===== src/rtl/motor_cmd_scheduler_if.sv =====
`default_nettype none
// ============================================================================
//  Module      : motor_cmd_scheduler_if
//  Description : Request and drive bundle between the motion requesters
//                (line follower, aux task, estop) and the motor command
//                scheduler that feeds the H-bridge PWM drivers.
//  Revision    : 1.0 - initial release
// ============================================================================
interface motor_cmd_scheduler_if;
    logic        estop;
    logic [3:0]  lf_direction;
    logic [11:0] lf_duty_a;
    logic [11:0] lf_duty_b;
    logic        aux_req;
    logic [3:0]  aux_direction;
    logic [11:0] aux_duty_a;
    logic [11:0] aux_duty_b;
    logic        aux_grant;
    logic [3:0]  Direction;
    logic [11:0] DutyA;
    logic [11:0] DutyB;
    logic        dead_busy;
    logic        dir_err;

    // Requester side: issues requests, observes the drive outputs
    modport master (
        output estop, lf_direction, lf_duty_a, lf_duty_b,
               aux_req, aux_direction, aux_duty_a, aux_duty_b,
        input  aux_grant, Direction, DutyA, DutyB, dead_busy, dir_err
    );

    // Scheduler side
    modport slave (
        input  estop, lf_direction, lf_duty_a, lf_duty_b,
               aux_req, aux_direction, aux_duty_a, aux_duty_b,
        output aux_grant, Direction, DutyA, DutyB, dead_busy, dir_err
    );
endinterface
`default_nettype wire


===== src/rtl/motor_cmd_scheduler.sv =====
`default_nettype none
// ============================================================================
//  Module      : motor_cmd_scheduler
//  Description : Arbitrates line-follower / aux motion requests (estop has
//                priority), inserts a zero-drive dead time on every
//                direction change and ramps duty increases.
//  Revision    : 1.0 - initial release
// ============================================================================
module motor_cmd_scheduler #(
    parameter int DEAD_CYCLES = 1000,
    parameter int RAMP_DIV    = 5000,
    parameter int RAMP_STEP   = 250,
    parameter int DUTY_MAX    = 4000
) (
    input  wire logic            clk,
    input  wire logic            reset,
    motor_cmd_scheduler_if.slave bus
);

    localparam int                 c_CNT_W     = $clog2(DEAD_CYCLES + 1);
    localparam logic [c_CNT_W-1:0] c_DEAD_LOAD = c_CNT_W'(DEAD_CYCLES - 1);
    localparam int                 c_PRE_W     = $clog2(RAMP_DIV + 1);
    localparam logic [c_PRE_W-1:0] c_PRE_LAST  = c_PRE_W'(RAMP_DIV - 1);
    localparam logic [11:0]        c_DUTY_MAX  = 12'(DUTY_MAX);
    localparam logic [12:0]        c_STEP      = 13'(RAMP_STEP);

    localparam logic [1:0] c_OWN_NONE = 2'd0;
    localparam logic [1:0] c_OWN_LF   = 2'd1;
    localparam logic [1:0] c_OWN_AUX  = 2'd2;

    localparam logic [0:0] c_ST_STOPPED = 1'b0;
    localparam logic [0:0] c_ST_RUN     = 1'b1;

    logic [1:0]         r_owner;
    logic [c_PRE_W-1:0] r_pre;
    logic [0:0]         r_state;
    logic [0:0]         w_state_nxt;
    logic [c_CNT_W-1:0] r_cnt;
    logic [c_CNT_W-1:0] w_cnt_nxt;
    logic [3:0]         r_direction;
    logic [3:0]         w_dir_nxt;
    logic [11:0]        r_duty_a;
    logic [11:0]        r_duty_b;
    logic [11:0]        w_duty_a_nxt;
    logic [11:0]        w_duty_b_nxt;

    logic [3:0]         w_sel_dir;
    logic [11:0]        w_sel_a;
    logic [11:0]        w_sel_b;
    logic               w_dir_err;
    logic [3:0]         w_tgt_dir;
    logic [11:0]        w_tgt_a;
    logic [11:0]        w_tgt_b;
    logic               w_tick;

    function automatic logic f_legal(input logic [3:0] d);
        case (d)
            4'b0000, 4'b0110, 4'b1001, 4'b0101, 4'b1010: return 1'b1;
            default:                                     return 1'b0;
        endcase
    endfunction

    // Decreases land immediately; increases advance one step per ramp tick
    // without overshooting the target (13-bit sum cannot wrap).
    function automatic logic [11:0] f_duty_step(input logic [11:0] cur,
                                                input logic [11:0] tgt,
                                                input logic        tick);
        logic [12:0] sum;
        sum = {1'b0, cur} + c_STEP;
        if (cur > tgt)
            return tgt;
        else if (cur < tgt && tick)
            return (sum > {1'b0, tgt}) ? tgt : sum[11:0];
        else
            return cur;
    endfunction

    assign w_tick = (r_pre == c_PRE_LAST);

    // Ownership register: estop clears ownership, aux outranks the line follower
    always_ff @(posedge clk) begin
        if (reset)
            r_owner <= c_OWN_NONE;
        else if (bus.estop)
            r_owner <= c_OWN_NONE;
        else if (bus.aux_req)
            r_owner <= c_OWN_AUX;
        else
            r_owner <= c_OWN_LF;
    end

    // Free-running ramp prescaler, independent of the drive state
    always_ff @(posedge clk) begin
        if (reset)
            r_pre <= '0;
        else if (w_tick)
            r_pre <= '0;
        else
            r_pre <= r_pre + 1'b1;
    end

    // Target selection from the registered owner, sanitised and clamped
    always_comb begin
        w_sel_dir = 4'd0;
        w_sel_a   = 12'd0;
        w_sel_b   = 12'd0;
        case (r_owner)
            c_OWN_LF: begin
                w_sel_dir = bus.lf_direction;
                w_sel_a   = bus.lf_duty_a;
                w_sel_b   = bus.lf_duty_b;
            end
            c_OWN_AUX: begin
                w_sel_dir = bus.aux_direction;
                w_sel_a   = bus.aux_duty_a;
                w_sel_b   = bus.aux_duty_b;
            end
            default: ;
        endcase
        w_dir_err = ~f_legal(w_sel_dir);
        w_tgt_dir = w_dir_err ? 4'd0 : w_sel_dir;
        if (w_tgt_dir == 4'd0) begin
            w_tgt_a = 12'd0;
            w_tgt_b = 12'd0;
        end else begin
            w_tgt_a = (w_sel_a > c_DUTY_MAX) ? c_DUTY_MAX : w_sel_a;
            w_tgt_b = (w_sel_b > c_DUTY_MAX) ? c_DUTY_MAX : w_sel_b;
        end
    end

    // Drive state register
    always_ff @(posedge clk) begin
        if (reset)
            r_state <= c_ST_STOPPED;
        else
            r_state <= w_state_nxt;
    end

    // Next-state: estop always lands in STOPPED; a direction mismatch in RUN
    // goes back through the dead time
    always_comb begin
        w_state_nxt = r_state;
        if (bus.estop) begin
            w_state_nxt = c_ST_STOPPED;
        end else begin
            case (r_state)
                c_ST_STOPPED:
                    if (r_cnt == '0 && w_tgt_dir != 4'd0)
                        w_state_nxt = c_ST_RUN;
                c_ST_RUN:
                    if (w_tgt_dir != r_direction)
                        w_state_nxt = c_ST_STOPPED;
                default:
                    w_state_nxt = c_ST_STOPPED;
            endcase
        end
    end

    // Next drive outputs and dead counter; the counter is never restarted
    // while it runs, so the latest target is taken at expiry
    always_comb begin
        w_dir_nxt    = r_direction;
        w_duty_a_nxt = r_duty_a;
        w_duty_b_nxt = r_duty_b;
        w_cnt_nxt    = r_cnt;
        if (bus.estop) begin
            w_dir_nxt    = 4'd0;
            w_duty_a_nxt = 12'd0;
            w_duty_b_nxt = 12'd0;
            w_cnt_nxt    = c_DEAD_LOAD;
        end else begin
            case (r_state)
                c_ST_STOPPED: begin
                    w_dir_nxt    = 4'd0;
                    w_duty_a_nxt = 12'd0;
                    w_duty_b_nxt = 12'd0;
                    w_cnt_nxt    = (r_cnt == '0) ? '0 : r_cnt - 1'b1;
                    if (r_cnt == '0 && w_tgt_dir != 4'd0)
                        w_dir_nxt = w_tgt_dir;
                end
                c_ST_RUN: begin
                    if (w_tgt_dir != r_direction) begin
                        w_dir_nxt    = 4'd0;
                        w_duty_a_nxt = 12'd0;
                        w_duty_b_nxt = 12'd0;
                        w_cnt_nxt    = c_DEAD_LOAD;
                    end else begin
                        w_duty_a_nxt = f_duty_step(r_duty_a, w_tgt_a, w_tick);
                        w_duty_b_nxt = f_duty_step(r_duty_b, w_tgt_b, w_tick);
                    end
                end
                default: begin
                    w_dir_nxt    = 4'd0;
                    w_duty_a_nxt = 12'd0;
                    w_duty_b_nxt = 12'd0;
                end
            endcase
        end
    end

    // Drive output and dead counter registers
    always_ff @(posedge clk) begin
        if (reset) begin
            r_direction <= 4'd0;
            r_duty_a    <= 12'd0;
            r_duty_b    <= 12'd0;
            r_cnt       <= '0;
        end else begin
            r_direction <= w_dir_nxt;
            r_duty_a    <= w_duty_a_nxt;
            r_duty_b    <= w_duty_b_nxt;
            r_cnt       <= w_cnt_nxt;
        end
    end

    assign bus.aux_grant = (r_owner == c_OWN_AUX);
    assign bus.Direction = r_direction;
    assign bus.DutyA     = r_duty_a;
    assign bus.DutyB     = r_duty_b;
    assign bus.dead_busy = (r_state == c_ST_STOPPED) && (r_cnt != '0);
    assign bus.dir_err   = w_dir_err;

endmodule
`default_nettype wire


===== src/flat_wrapper.sv =====
// flat-port wrapper written by rule: the top's interface ports become plain ports
module motor_cmd_scheduler_flat 
#(
    parameter int DEAD_CYCLES = 1000,
    parameter int RAMP_DIV    = 5000,
    parameter int RAMP_STEP   = 250,
    parameter int DUTY_MAX    = 4000
)
  (clk, reset, bus_estop, bus_lf_direction, bus_lf_duty_a, bus_lf_duty_b, bus_aux_req, bus_aux_direction, bus_aux_duty_a, bus_aux_duty_b, bus_aux_grant, bus_Direction, bus_DutyA, bus_DutyB, bus_dead_busy, bus_dir_err);
  motor_cmd_scheduler_if bus_i ();
  input  wire logic clk;
  input  wire logic reset;
  input wire logic [$bits(bus_i.estop)-1:0] bus_estop;
  input wire logic [$bits(bus_i.lf_direction)-1:0] bus_lf_direction;
  input wire logic [$bits(bus_i.lf_duty_a)-1:0] bus_lf_duty_a;
  input wire logic [$bits(bus_i.lf_duty_b)-1:0] bus_lf_duty_b;
  input wire logic [$bits(bus_i.aux_req)-1:0] bus_aux_req;
  input wire logic [$bits(bus_i.aux_direction)-1:0] bus_aux_direction;
  input wire logic [$bits(bus_i.aux_duty_a)-1:0] bus_aux_duty_a;
  input wire logic [$bits(bus_i.aux_duty_b)-1:0] bus_aux_duty_b;
  output wire logic [$bits(bus_i.aux_grant)-1:0] bus_aux_grant;
  output wire logic [$bits(bus_i.Direction)-1:0] bus_Direction;
  output wire logic [$bits(bus_i.DutyA)-1:0] bus_DutyA;
  output wire logic [$bits(bus_i.DutyB)-1:0] bus_DutyB;
  output wire logic [$bits(bus_i.dead_busy)-1:0] bus_dead_busy;
  output wire logic [$bits(bus_i.dir_err)-1:0] bus_dir_err;
  assign bus_i.estop = bus_estop;
  assign bus_i.lf_direction = bus_lf_direction;
  assign bus_i.lf_duty_a = bus_lf_duty_a;
  assign bus_i.lf_duty_b = bus_lf_duty_b;
  assign bus_i.aux_req = bus_aux_req;
  assign bus_i.aux_direction = bus_aux_direction;
  assign bus_i.aux_duty_a = bus_aux_duty_a;
  assign bus_i.aux_duty_b = bus_aux_duty_b;
  assign bus_aux_grant = bus_i.aux_grant;
  assign bus_Direction = bus_i.Direction;
  assign bus_DutyA = bus_i.DutyA;
  assign bus_DutyB = bus_i.DutyB;
  assign bus_dead_busy = bus_i.dead_busy;
  assign bus_dir_err = bus_i.dir_err;
  motor_cmd_scheduler #(.DEAD_CYCLES(DEAD_CYCLES), .RAMP_DIV(RAMP_DIV), .RAMP_STEP(RAMP_STEP), .DUTY_MAX(DUTY_MAX)) u_core (.clk(clk), .reset(reset), .bus(bus_i));
endmodule

===== config.mk =====
export PLATFORM = sky130hd
export DESIGN_NAME = motor_cmd_scheduler_flat
export DESIGN_NICKNAME = d
export VERILOG_FILES = /design/src/rtl/motor_cmd_scheduler_if.sv /design/src/rtl/motor_cmd_scheduler.sv /design/src/flat_wrapper.sv
export SDC_FILE = /design/constraint.sdc
export NUM_CORES = 1
export LEC_CHECK = 0
export CORE_MARGIN = 3
export CORE_UTILIZATION = 51
export CTS_BUF_LIST = sky130_fd_sc_hd__clkbuf_8
export DETAILED_ROUTE_END_ITERATION = 8
export GPL_TIMING_DRIVEN = 0
export HOLD_SLACK_MARGIN = 0.05
export PLACE_DENSITY = 0.89
export SKIP_CTS_REPAIR_TIMING = 1
export SLEW_MARGIN = 20
export SYNTH_ARGS = -nofsm -noshare
export SYNTH_HDL_FRONTEND = slang
export SYNTH_SLANG_ARGS = --single-unit

===== constraint.sdc =====
create_clock -name clk -period 5.3 [get_ports clk]
set_clock_uncertainty 0.15 [all_clocks]
set_input_delay 1.06 -clock clk [delete_from_list [all_inputs] [get_ports clk]]
set_output_delay 1.06 -clock clk [all_outputs]
set_load 0.01 [all_outputs]

==> metrics.csv <==
metric,value,unit
status,finished clean,
cpPeakStageDelay,530,ps
ys_warn_count,0,
netlist_area,4830,sq um
dr_wl_met2,7160,microns
timing.final.crit_period,5120,ps
hold_path_class,register to register,
synth_top_family_by_area,simple AND/OR/NAND/NOR gates,
synth-xor-area-share,4.35,%
p_int,595,uW
syn_to_final_growth,27.0,%
grt_pass1_wl,23300,microns
first_global_vias,5086,
ys_async_sr_fraction,0,%
setup_violations,0,
die_x,103,microns
place_ws,-693,ps
path_common_cell,o21ai_0,
drt_iter0_markers,362,
firstDrtPassIters,5,
critPathTopFamily,compound AO/OA/AOI/OAI gates,
die_y,103,microns
crit_slowest_cell,clkdlybuf4s50_1,
finalHoldViolations,0,
std_cell_rows,34,
peakVddDrop,116,uV
dieArea,10700,sq um
worst_slack,177,ps
p_switching,232,uW
portBuffers,90,
vias,5393,
track_usage,27.3,%
start_kind,input pin,
clockBufferDepth,2,
final.period_utilization,96.7,%
yosys.area_share.simple,27.7,%
cts_sinks,54,
final_max_slew_viol_count,0,
netSwitchingFraction,28.0,%
wl_per_cell,17.2,microns
ant_nets,0,
tightest_slew,1020,ps
clock-root-buffer,clkbuf_8,
synthMuxAreaShare,1.45,%
gp_congestion,0.972,
power,827,uW
relSlewSlack,31.7,%
worstPathRequired,5360,ps
fin_nets,852,
synth_edf_count,0,
overflow,0,
drcViolationCount,0,
wl,15000,microns
wl_met3,1310,microns
synth_compound_area_share,27.5,%
core-area,8980,sq um
post_drt_via_cell_ratio,6.19,
layout_common_cells,"90 x clkdlybuf4s50_1, 84 x nor2_1, 61 x nand2_1, 54 x dfxtp_1, 48 x ha_1",
powerDensity,135,nW/um^2
fill_cells,728,
cp_cell_sequence,clkdlybuf4s50_1 -> a22o_1 -> a32oi_2 -> nand4_4 -> nor2_4 -> o21ai_1 -> nor2_1 -> inv_1 -> ha_1 -> a21oi_1 -> nor2b_1 -> o21ai_0 -> nand2_1 -> a221oi_2 -> o211ai_1 -> buf_4 -> and3b_1 -> buf_2 -> a22oi_1 -> o21ai_0,
final_util,68.3,%
path_class,input pin to register,
clk_pin_slew,110,ps
met1_length,6280,microns
antenna_cells,0,
postSynthAreaPerCell,7.61,sq um
mostFrequentLayoutCell,clkdlybuf4s50_1,
max_cap_viol_count,0,
grt_max_degree,18,
start_util,53.8,%
fmax,195,MHz
synth.distinct_cells,64,
cts_tree,yes,
end_kind,register,
seq_area,1080,sq um
io_pins,91,
leakage,0.00236,uW
crit_buf_inv,4,
ys.flop_type,dfxtp_1,
arrival,5180,ps
combPwrFrac,17.1,%
multiInputGateArea,3620,sq um
htree_levels,2,
post_route_cells_drive_above_1_share,8.59,%
ys_seq_elements,54,
numCtsBuffers,5,
antenna_found_initial,0,
pwr-share-seq,51.1,%
p_clk_share,31.8,%
cp_max_fo,10,
syn_nets,743,
synth_cells,635,
maxUsedRoutingLayer,met4,
clock_latency,330,ps
yosysSeqAreaShare,22.4,%
finalSetupTns,0,ps
dp_hpwl,11500,microns
synth_fa_ha_area_share,12.8,%
## layout make-up
class | instances | area share, %
plain buffers | 23 | 1.80
clock buffers | 6 | 1.35
clock inverters | 2 | 0.265
inverters | 20 | 1.22
multi-input cells | 538 | 59.0
flip-flops and latches | 54 | 17.6
well taps | 126 | 2.57
repair buffers | 102 | 16.2
## metrics by stage
| step | hold WS (ps) | instance area [sq um] | instances |
|---|---|---|---|
| final | 303 | 6130 | 871 |
| after global routing | 352 | 6130 | 871 |
| after CTS | 310 | 5990 | 859 |
| after detailed placement | 295 | 5890 | 851 |
| after global placement | 277 | 5890 | 851 |
| after floorplan | 268 | 4830 | 635 |
## sequential cells by signal, indices dropped and copies added, names as in the netlist
name / count
u_core.bus.DutyB: 12
u_core.r_pre: 13
u_core.r_cnt: 10
u_core.bus.Direction: 4
u_core.r_state: 1
u_core.r_owner: 2
u_core.bus.DutyA: 12
## layer usage
layer / up-vias / GRT usage, %
li1: 2561 / -
met5: - / 0
met1: 2529 / 35.7
met4: 0 / 8.76
met2: 271 / 46.3
met3: 32 / 4.02
## power by group through the flow
| stage | Clock, uW | Combinational, uW | Sequential, uW |
|---|---|---|---|
| floorplan | 0 | 64.0 | 430 |
| global placement | 0 | 132 | 430 |
| detailed placement | 0 | 136 | 431 |
| CTS | 265 | 137 | 422 |
| global route | 277 | 153 | 424 |
| finish | 263 | 142 | 422 |
## kinds of logic after synthesis
logic type / Yosys count
AO/OA/AOI/OAI: 187
XOR/XNOR: 24
adder cells (fa/ha/maj): 50
buffers and inverters: 43
flip-flops: 54
multiplexers: 7
AND/OR/NAND/NOR: 270
## cell usage after synthesis, types with 8 or more instances
cell      count  share of area (%)
a21oi_1      28                2.9
nor2b_1      12                1.6
xnor2_1      12                2.2
and2_1        8                1.0
ha_1         48                 12
buf_2         8               0.83
o211ai_1      9                1.4
or3_1         9                1.2
nand4_1      10                1.3
a21o_1       13                2.0
nor2_1       84                6.5
a22o_1       13                2.4
inv_1        20                1.6
clkbuf_1     13                1.0
nand2_1      61                4.7
nor3_1       18                1.9
dfxtp_1      54                 22
or2_2        13                1.7
a22oi_1      33                5.1
nand3_1      24                2.5
xor2_1       12                2.2
o21ai_0      37                3.8
a211oi_1      8                1.2
## final timing paths
path / from / to / slack (ps) / depth (start not counted)
worst min register to register: u_core.r_pre[0] / u_core.r_pre[0] / 300 / 1
worst max register to register: u_core.r_owner[0] / u_core.bus.DutyB[9] / 240 / 21
worst max-delay path: bus_aux_direction[1] / u_core.bus.DutyB[9] / 180 / 20
worst min-delay path: u_core.r_pre[0] / u_core.r_pre[0] / 300 / 1
Power figures use the tool's default switching activity.
